### src/rtl/pattern_scan_engine.sv
// Streams NBYTES bytes from a synchronous-read memory and counts PAT_W-bit pattern
// matches inside bytes, bytes containing a match, and matches over the whole bitstream.
module pattern_scan_engine #(
    parameter int PAT_W  = 5,
    parameter int NBYTES = 32,
    parameter int ADDR_W = 8,
    parameter int CNT_W  = 16
) (
    input  logic              clk,
    input  logic              reset,
    input  logic              start,
    input  logic [PAT_W-1:0]  pat,
    input  logic [ADDR_W-1:0] base,
    output logic [ADDR_W-1:0] mem_addr,
    output logic              mem_rd,
    input  logic [7:0]        mem_rdata,
    output logic              busy,
    output logic              done,
    output logic [CNT_W-1:0]  cnt_in,
    output logic [CNT_W-1:0]  cnt_byte,
    output logic [CNT_W-1:0]  cnt_all
);

    localparam int IDX_W = (NBYTES > 1) ? $clog2(NBYTES) : 1;
    localparam logic [IDX_W-1:0] IDX_LAST = IDX_W'(NBYTES - 1);
    localparam logic [7:0] PAT_MASK = 8'((1 << PAT_W) - 1);

    typedef enum logic [1:0] {
        IDLE = 2'd0,
        RUN  = 2'd1,
        DONE = 2'd2
    } state_t;

    state_t            state_r;
    logic [IDX_W-1:0]  idx_r;
    logic [PAT_W-1:0]  pat_r;
    logic [7:0]        tail_r;
    logic              vld_r;
    logic              first_r;
    logic [3:0]        m_s;
    logic [3:0]        c_s;
    logic [CNT_W-1:0]  add_in_s;
    logic [CNT_W-1:0]  add_byte_s;
    logic [CNT_W-1:0]  add_all_s;

    // Windows k = 0..8-PAT_W lying wholly inside one byte.
    function automatic logic [3:0] count_in_byte(input logic [7:0] b, input logic [PAT_W-1:0] p);
        logic [3:0] n;
        n = 4'd0;
        for (int k = 0; k <= 8 - PAT_W; k++) begin
            if (((b >> k) & PAT_MASK) == 8'(p)) begin
                n = n + 4'd1;
            end
        end
        return n;
    endfunction

    // Windows of {prev, b} that cover both bit 8 and bit 7, i.e. straddle the byte boundary.
    function automatic logic [3:0] count_cross(input logic [7:0] prev, input logic [7:0] b,
                                               input logic [PAT_W-1:0] p);
        logic [3:0]  n;
        logic [15:0] w;
        n = 4'd0;
        w = {prev, b};
        for (int k = 9 - PAT_W; k <= 7; k++) begin
            if (((w >> k) & {8'd0, PAT_MASK}) == 16'(p)) begin
                n = n + 4'd1;
            end
        end
        return n;
    endfunction

    // Per-byte increments for the byte currently on the read-data bus.
    always_comb begin
        m_s = count_in_byte(mem_rdata, pat_r);
        if (first_r) begin
            c_s = 4'd0;
        end else begin
            c_s = count_cross(tail_r, mem_rdata, pat_r);
        end
        add_in_s = CNT_W'(m_s);
        if (m_s != 4'd0) begin
            add_byte_s = CNT_W'(1);
        end else begin
            add_byte_s = CNT_W'(0);
        end
        add_all_s = CNT_W'(m_s) + CNT_W'(c_s);
    end

    // Scan controller: address issue, one-cycle read pipeline and count accumulation.
    always_ff @(posedge clk or negedge reset) begin
        if (!reset) begin
            state_r  <= IDLE;
            idx_r    <= '0;
            pat_r    <= '0;
            tail_r   <= 8'd0;
            vld_r    <= 1'b0;
            first_r  <= 1'b0;
            mem_addr <= '0;
            mem_rd   <= 1'b0;
            busy     <= 1'b0;
            done     <= 1'b0;
            cnt_in   <= '0;
            cnt_byte <= '0;
            cnt_all  <= '0;
        end else begin
            case (state_r)
                IDLE, DONE: begin
                    if (start) begin
                        pat_r    <= pat;
                        mem_addr <= base;
                        mem_rd   <= 1'b1;
                        idx_r    <= '0;
                        vld_r    <= 1'b0;
                        first_r  <= 1'b1;
                        busy     <= 1'b1;
                        done     <= 1'b0;
                        cnt_in   <= '0;
                        cnt_byte <= '0;
                        cnt_all  <= '0;
                        state_r  <= RUN;
                    end
                end
                RUN: begin
                    // vld_r marks that mem_rdata now carries the byte addressed last cycle.
                    vld_r <= mem_rd;
                    if (mem_rd) begin
                        if (idx_r == IDX_LAST) begin
                            mem_rd <= 1'b0;
                        end else begin
                            idx_r    <= idx_r + IDX_W'(1);
                            mem_addr <= mem_addr + ADDR_W'(1);
                        end
                    end
                    if (vld_r) begin
                        cnt_in   <= cnt_in + add_in_s;
                        cnt_byte <= cnt_byte + add_byte_s;
                        cnt_all  <= cnt_all + add_all_s;
                        tail_r   <= mem_rdata;
                        first_r  <= 1'b0;
                        if (!mem_rd) begin
                            busy    <= 1'b0;
                            done    <= 1'b1;
                            state_r <= DONE;
                        end
                    end
                end
                default: begin
                    state_r <= IDLE;
                    mem_rd  <= 1'b0;
                    busy    <= 1'b0;
                end
            endcase
        end
    end

endmodule

### config.mk
export PLATFORM = sky130hd
export DESIGN_NAME = pattern_scan_engine
export DESIGN_NICKNAME = d
export VERILOG_FILES = /design/src/rtl/pattern_scan_engine.sv
export SDC_FILE = /design/constraint.sdc
export NUM_CORES = 1
export LEC_CHECK = 0
export BUFFER_PORTS_ARGS = -buffer_cell sky130_fd_sc_hd__clkbuf_2
export CAP_MARGIN = 20
export CORE_UTILIZATION = 61
export DETAILED_ROUTE_END_ITERATION = 8
export PLACE_DENSITY_LB_ADDON = 0.05
export SYNTH_ARGS = -nofsm -noshare
export SYNTH_HDL_FRONTEND = slang
export SYNTH_SLANG_ARGS = --single-unit
### constraint.sdc
create_clock -name clk -period 7.96 [get_ports clk]
set_input_delay 1.592 -clock clk [delete_from_list [all_inputs] [get_ports clk]]
set_output_delay 1.592 -clock clk [all_outputs]
set_load 0.005 [all_outputs]
======== After elaboration in Yosys (flattened, before gate mapping) ========
Index checks and enable logic that the tools add are counted.
storage, ports and cells
  register bits after elaboration ......... 77
  bits of input ports ..................... 24
  logic and storage cells ................. 98
operators by class
  add/sub/neg operators ................... 12
  equal/unequal tests ..................... 16
  multiplexer cells ....................... 46
  reduce and logical (&&, ||, !) cells .... 11
operators with widths
  cell                   count
  $pmux W16 S2           3
  $mux W16               4
  $eq A5 B5 Y1           8
  $mux W4                10
  $mux W8                3
  $add A4 B1 Y4 const B  5
  $add A16 B1 Y16        1
  $add A16 B4 Y16        1
  $add A16 B5 Y16        1
  $pmux W8 S2            1
  $mux W5                3
  $mux W1                12
  $ne A2 B2 Y1 const B   5
  $pmux W1 S2            5
  $pmux W5 S2            1
  $add A8 B1 Y8 const B  1
  $reduce_and A4 Y1      2
  $mux W2                3
  $reduce_and A2 Y1      3
  $reduce_and A3 Y1      2
  $add A4 B4 Y5          1
  $add A5 B1 Y5 const B  1
  $eq A5 B5 Y1 const B   1
  $pmux W2 S2            1
  7 further kinds        7

======== Longest topological paths before layout ========
  depth in word-level cells ............... 16
  depth in mapped cells ................... 21

======== Least setup slack after synthesis ========
OpenSTA, ideal clock, no wires.
  path kind ............................... input to register
  start point ............................. input mem_rdata[3]
  end point ............................... register cnt_all[15]
  arrival time ............................ 5.498 ns
  path slack .............................. 2.330 ns
  stages .................................. 20
  cells stage by stage .................... buf_2 > xor2_1 > nor2_1 > and4_1 > ha_1 > or3_4 > and2_1 > inv_1 > ha_1 > nand3b_1 > o31ai_2 > inv_1 > fa_1 > ha_1 > fa_1 > a21o_1 > a21oi_1 > nor4b_2 > xnor2_1 > nor2_1
on the way
  longest elaborated chain between the ends .. 12
  elaborated cells between the ends (all ways) .. 15
ends and longest elaborated chain
  element               line  RTL
  start, declared       16    input logic [7:0] mem_rdata,
  $eq A5 B5 Y1          51    if (((b >> k) & PAT_MASK) == 8'(p)) begin
  $mux W1               51
  $add A1 B1 Y2         52    n = n + 4'd1;
  $mux W4               51
  $add A4 B1 Y4         52
  $mux W4               51
  $add A4 B1 Y4         52
  $mux W4 *             51
  $add A4 B4 Y5 *       87    add_all_s = CNT_W'(m_s) + CNT_W'(c_s);
  $add A16 B5 Y16 *     138   cnt_all <= cnt_all + add_all_s;
  $mux W16 *            135   if (vld_r) begin
  $pmux W16 S2 *        107   case (state_r)
  end signal, assigned  138
  end, declared         21    output logic [CNT_W-1:0] cnt_all
Mark *: on every way between the ends. The rest lies on a longest branch, timed or not. The select of a mux whose other input is x is not followed.
A chain may end at the register's enable or synchronous reset.

======== Worst setup path in the final report ========
  start point ............................. input mem_rdata[3]
  end point ............................... register cnt_all[13]
Same word-level chain as after synthesis.

==> key figures <==
Timing
  • Final period utilization: 72.94%
  • Peak Freq: 172.2 MHz
  • Number of failing hold endpoints at the final stage: 0
  • Number of setup violations in the final report: 0
  • Transition at the pin with the smallest max-transition slack: 967.5 ps
  • Final critical delay including setup and external delays: 5806 ps
  • Worst path setup slack after routing: 2154 ps
  • Worst clock skew: 6.203 ps
  • Setup TNS: 0 ps
  • RSZ-0062 raised after global routing: no
  • Final number of max-transition violations: 0
  • Slew HR: 35.50%

Synth
  • Seq cells post-synth: 77
  • Mapped Avg Cell Area: 9.262 um^2
  • Total of warnings raised by yosys: 0
  • Netlist Area Pre-Place: 0.004835 mm^2
  • Share of the synthesized area in the top cell type: 39.86%
  • Share of synthesized flip-flops with an asynchronous set or reset: 100.0%
  • EDFF count, synth: 0
  • Cell taking the most area after synthesis: dfrtp_1
  • Most frequently used flop master after synthesis: dfrtp_1
  • Post-Synthesis Cells: 522
  • List of most frequent post-synthesis cells: 77 x dfrtp_1, 77 x nand2_1, 50 x nor2_1
  • Synth area leaders: dfrtp_1 40%, xor2_1 6.9%, nand2_1 6.0%
  • Net count after synthesis: 570
  • Proportion of synthesized chip area in sequential cells: 39.86%
  • Distinct cell type count after synthesis: 57

Floorplan
  • Floorplan core area: 0.007687 mm^2
  • Initial Utilization: 62.89%
  • Width of the chip: 91.03 um
  • Die height: 91.03 um
  • Top-Level Pins: 83
  • Die Area: 0.008286 mm^2
  • Rows: 32

Critical path
  • Largest stage delay on the critical path: 520 ps
  • Critical setup path kind: in2reg
  • Most prevalent standard cell on the critical path: ha_1
  • Startpoint types: primary input
  • Crit path max-delay family: adder cells
  • Top fanout value on the critical path: 8
  • Critical path arrival: 6000 ps
  • Worst-path cell chain: clkbuf_2 -> xor2_1 -> nor2_1 -> and4_1 -> ha_1 -> or3_4 -> and2_1 -> inv_1 -> ha_1 -> nand3b_1 -> o31ai_2 -> inv_1 -> fa_1 -> ha_1 -> fa_1 -> a21o_1 -> a21oi_1 -> nor3_1 -> xnor2_1 -> nor2_1
  • Sum of buffers and inverters on the critical path: 3
  • Critical Path Slowest Stage Cell: a21oi_1
  • Setup crit end kind: flip-flop
  • Required time of the worst setup path: 8150 ps

Power
  • Relative contribution of the clock network to total power: 16.9%
  • Leakage: 2.670 nW
  • Internal cell power: 0.8864 mW
  • Power share of the sequential group: 39.9%
  • Net switching power: 0.6585 mW
  • Maximum vdd drop: 110.4 uV
  • PwrDens: 287.4 mW/mm^2
  • Gate power share: 43.2%
  • Net Sw Frac: 42.63%

CTS
  • CTS Hold Buffers Added: 0
  • Clock root buffer: clkbuf_8
  • Buffer count from post-CTS setup fixing: 0
  • Worst skew pair latency: 350 ps
  • Post-cts repair resize count: 0
  • Clock tree from TritonCTS: done
  • Count of H-tree levels built during CTS: 3
  • TritonCTS sink count: 77
  • TritonCTS Buffers: 9
  • Clock Pin Slew Worst Setup and Hold Paths: 70 ps
  • Bufs on Longest Clock Path: 2

Outcome
  • Status: completed

Drt
  • Via/cell ratio: 5.606
  • Final routed DRC violation total: 0
  • Count of TritonRoute iterations in the first routing pass: 4
  • DRT iter0 DRCs: 150
  • Wire per inst: 14.52 um
  • Number of routed nets with antenna violations: 0
  • Vias: 3885
  • Final Routed Wirelength: 10060 um

Place
  • Worst slack, placed: 1806 ps
  • HPWL after detailed placement: 7085 um
  • Port bufs: 82
  • GP Congestion: 0.8921
  • Count of placed standard cells including taps: 677

Layout
  • Layout cells sized above 1: 20.47%
  • Filler cell count: 615
  • Area delta synth->final: 11.21%
  • Fin cells: 693
  • End-of-flow core utilization: 69.94%
  • Final nets: 635
  • Number of inserted diodes: 0

GRT
  • Largest net degree at the start of global routing: 78
  • Antenna violations before repair: 0
  • Met2 usage: 40.78%
  • Busiest grt layer: met2
  • Global-route wire length before repair: 17000 um
  • Total routing usage reported by global routing: 25.40%
  • GRT overflow: 0
  • GR met3 Demand/Resource: 4.104%
  • Global routing usage on met1: 35.21%
  • Via count of the first global-routing pass: 3741

Job
  • Number of maximum-capacitance constraint violations: 0

Worst hold path
  • Type of the tightest min-delay check: reg2reg
[registers in the layout (all words and copies together), names as in the netlist]
signal / count
tail_r: 4
busy: 1
pat_r: 5
done: 1
mem_rd: 1
cnt_byte: 16
mem_addr: 8
vld_r: 1
cnt_in: 16
first_r: 1
cnt_all: 16
idx_r: 5
state_r: 2
[worst min-delay path, stage by stage, from the launching register on]
cell and delay [ps]:
dfrtp_1 350, nand2_1 50, nand2_1 50
[power groups by stage]
stage               logic, mW  clock network, mW  registers [mW]
floorplan               0.588                  0           0.555
global placement        0.640                  0           0.618
detailed placement      0.663                  0           0.623
CTS                     0.664              0.266           0.615
global route            0.752              0.280           0.632
finish                  0.667              0.261           0.617
[routing by layer]
layer / routed length, um / up-vias
li1: - / 1896
met1: 4884 / 1908
met2: 4744 / 70
met3: 323 / 11
met4: 110 / 0
met5: 0 / -
[worst paths after layout]
path	cells after the start	slack (ps)	start	to
worst max-delay path	20	2150	mem_rdata[3]	cnt_all[13]
worst min-delay path	2	490	busy	busy
worst max register to register	19	2860	pat_r[2]	cnt_all[13]
worst min register to register	2	490	busy	busy
max in group asynchronous	1	5930	reset	cnt_in[6]
min in group asynchronous	1	1380	reset	mem_addr[4]
[per-stage QoR]
step	hold WS [ps]	cell area, um^2	power, mW
after floorplan	465.4	4835	1.142
after global placement	468.8	5202	1.257
after detailed placement	472.1	5202	1.286
after CTS	488.3	5369	1.546
after global routing	496.7	5376	1.665
final	488.2	5376	1.545
[cell type report]
cell class                 count  area, um^2  area share [%]
sequential                    77        1927           35.84
timing repair buffer          84       427.9           7.959
multi-input combinational    398        2664           49.55
clock inverter                 4       25.02          0.4654
inverter                      17       63.81           1.187
tap                          102       127.6           2.374
clock buffer                  11       141.4           2.630
[cells by family after synthesis]
kind of cell | count (synthesis) | share of synthesized area [%]
AO/OA/AOI/OAI | 78 | 10.43
XOR/XNOR | 74 | 13.87
adder cells (fa/ha/maj) | 24 | 6.988
buffers and inverters | 47 | 5.046
flip-flops | 77 | 39.86
multiplexers | 3 | 0.6470
other | 1 | 0.07757
AND/OR/NAND/NOR | 218 | 23.09
[cell usage in the layout, fill, tap and decap left out, types with 6 or more instances in the layout]
master and n:
ha_1 19, nor3_1 11, nand2_1 77, a21o_1 6, dfrtp_1 77, and3_1 7
or3_1 6, o31ai_1 6, xor2_1 38, xnor2_1 33, o21ai_0 23, nand4_1 10
inv_1 17, clkbuf_8 10, nor2_1 50, a21oi_1 22, clkbuf_2 81, nand3_1 19
No activity file was read; power rests on OpenSTA's default activity.
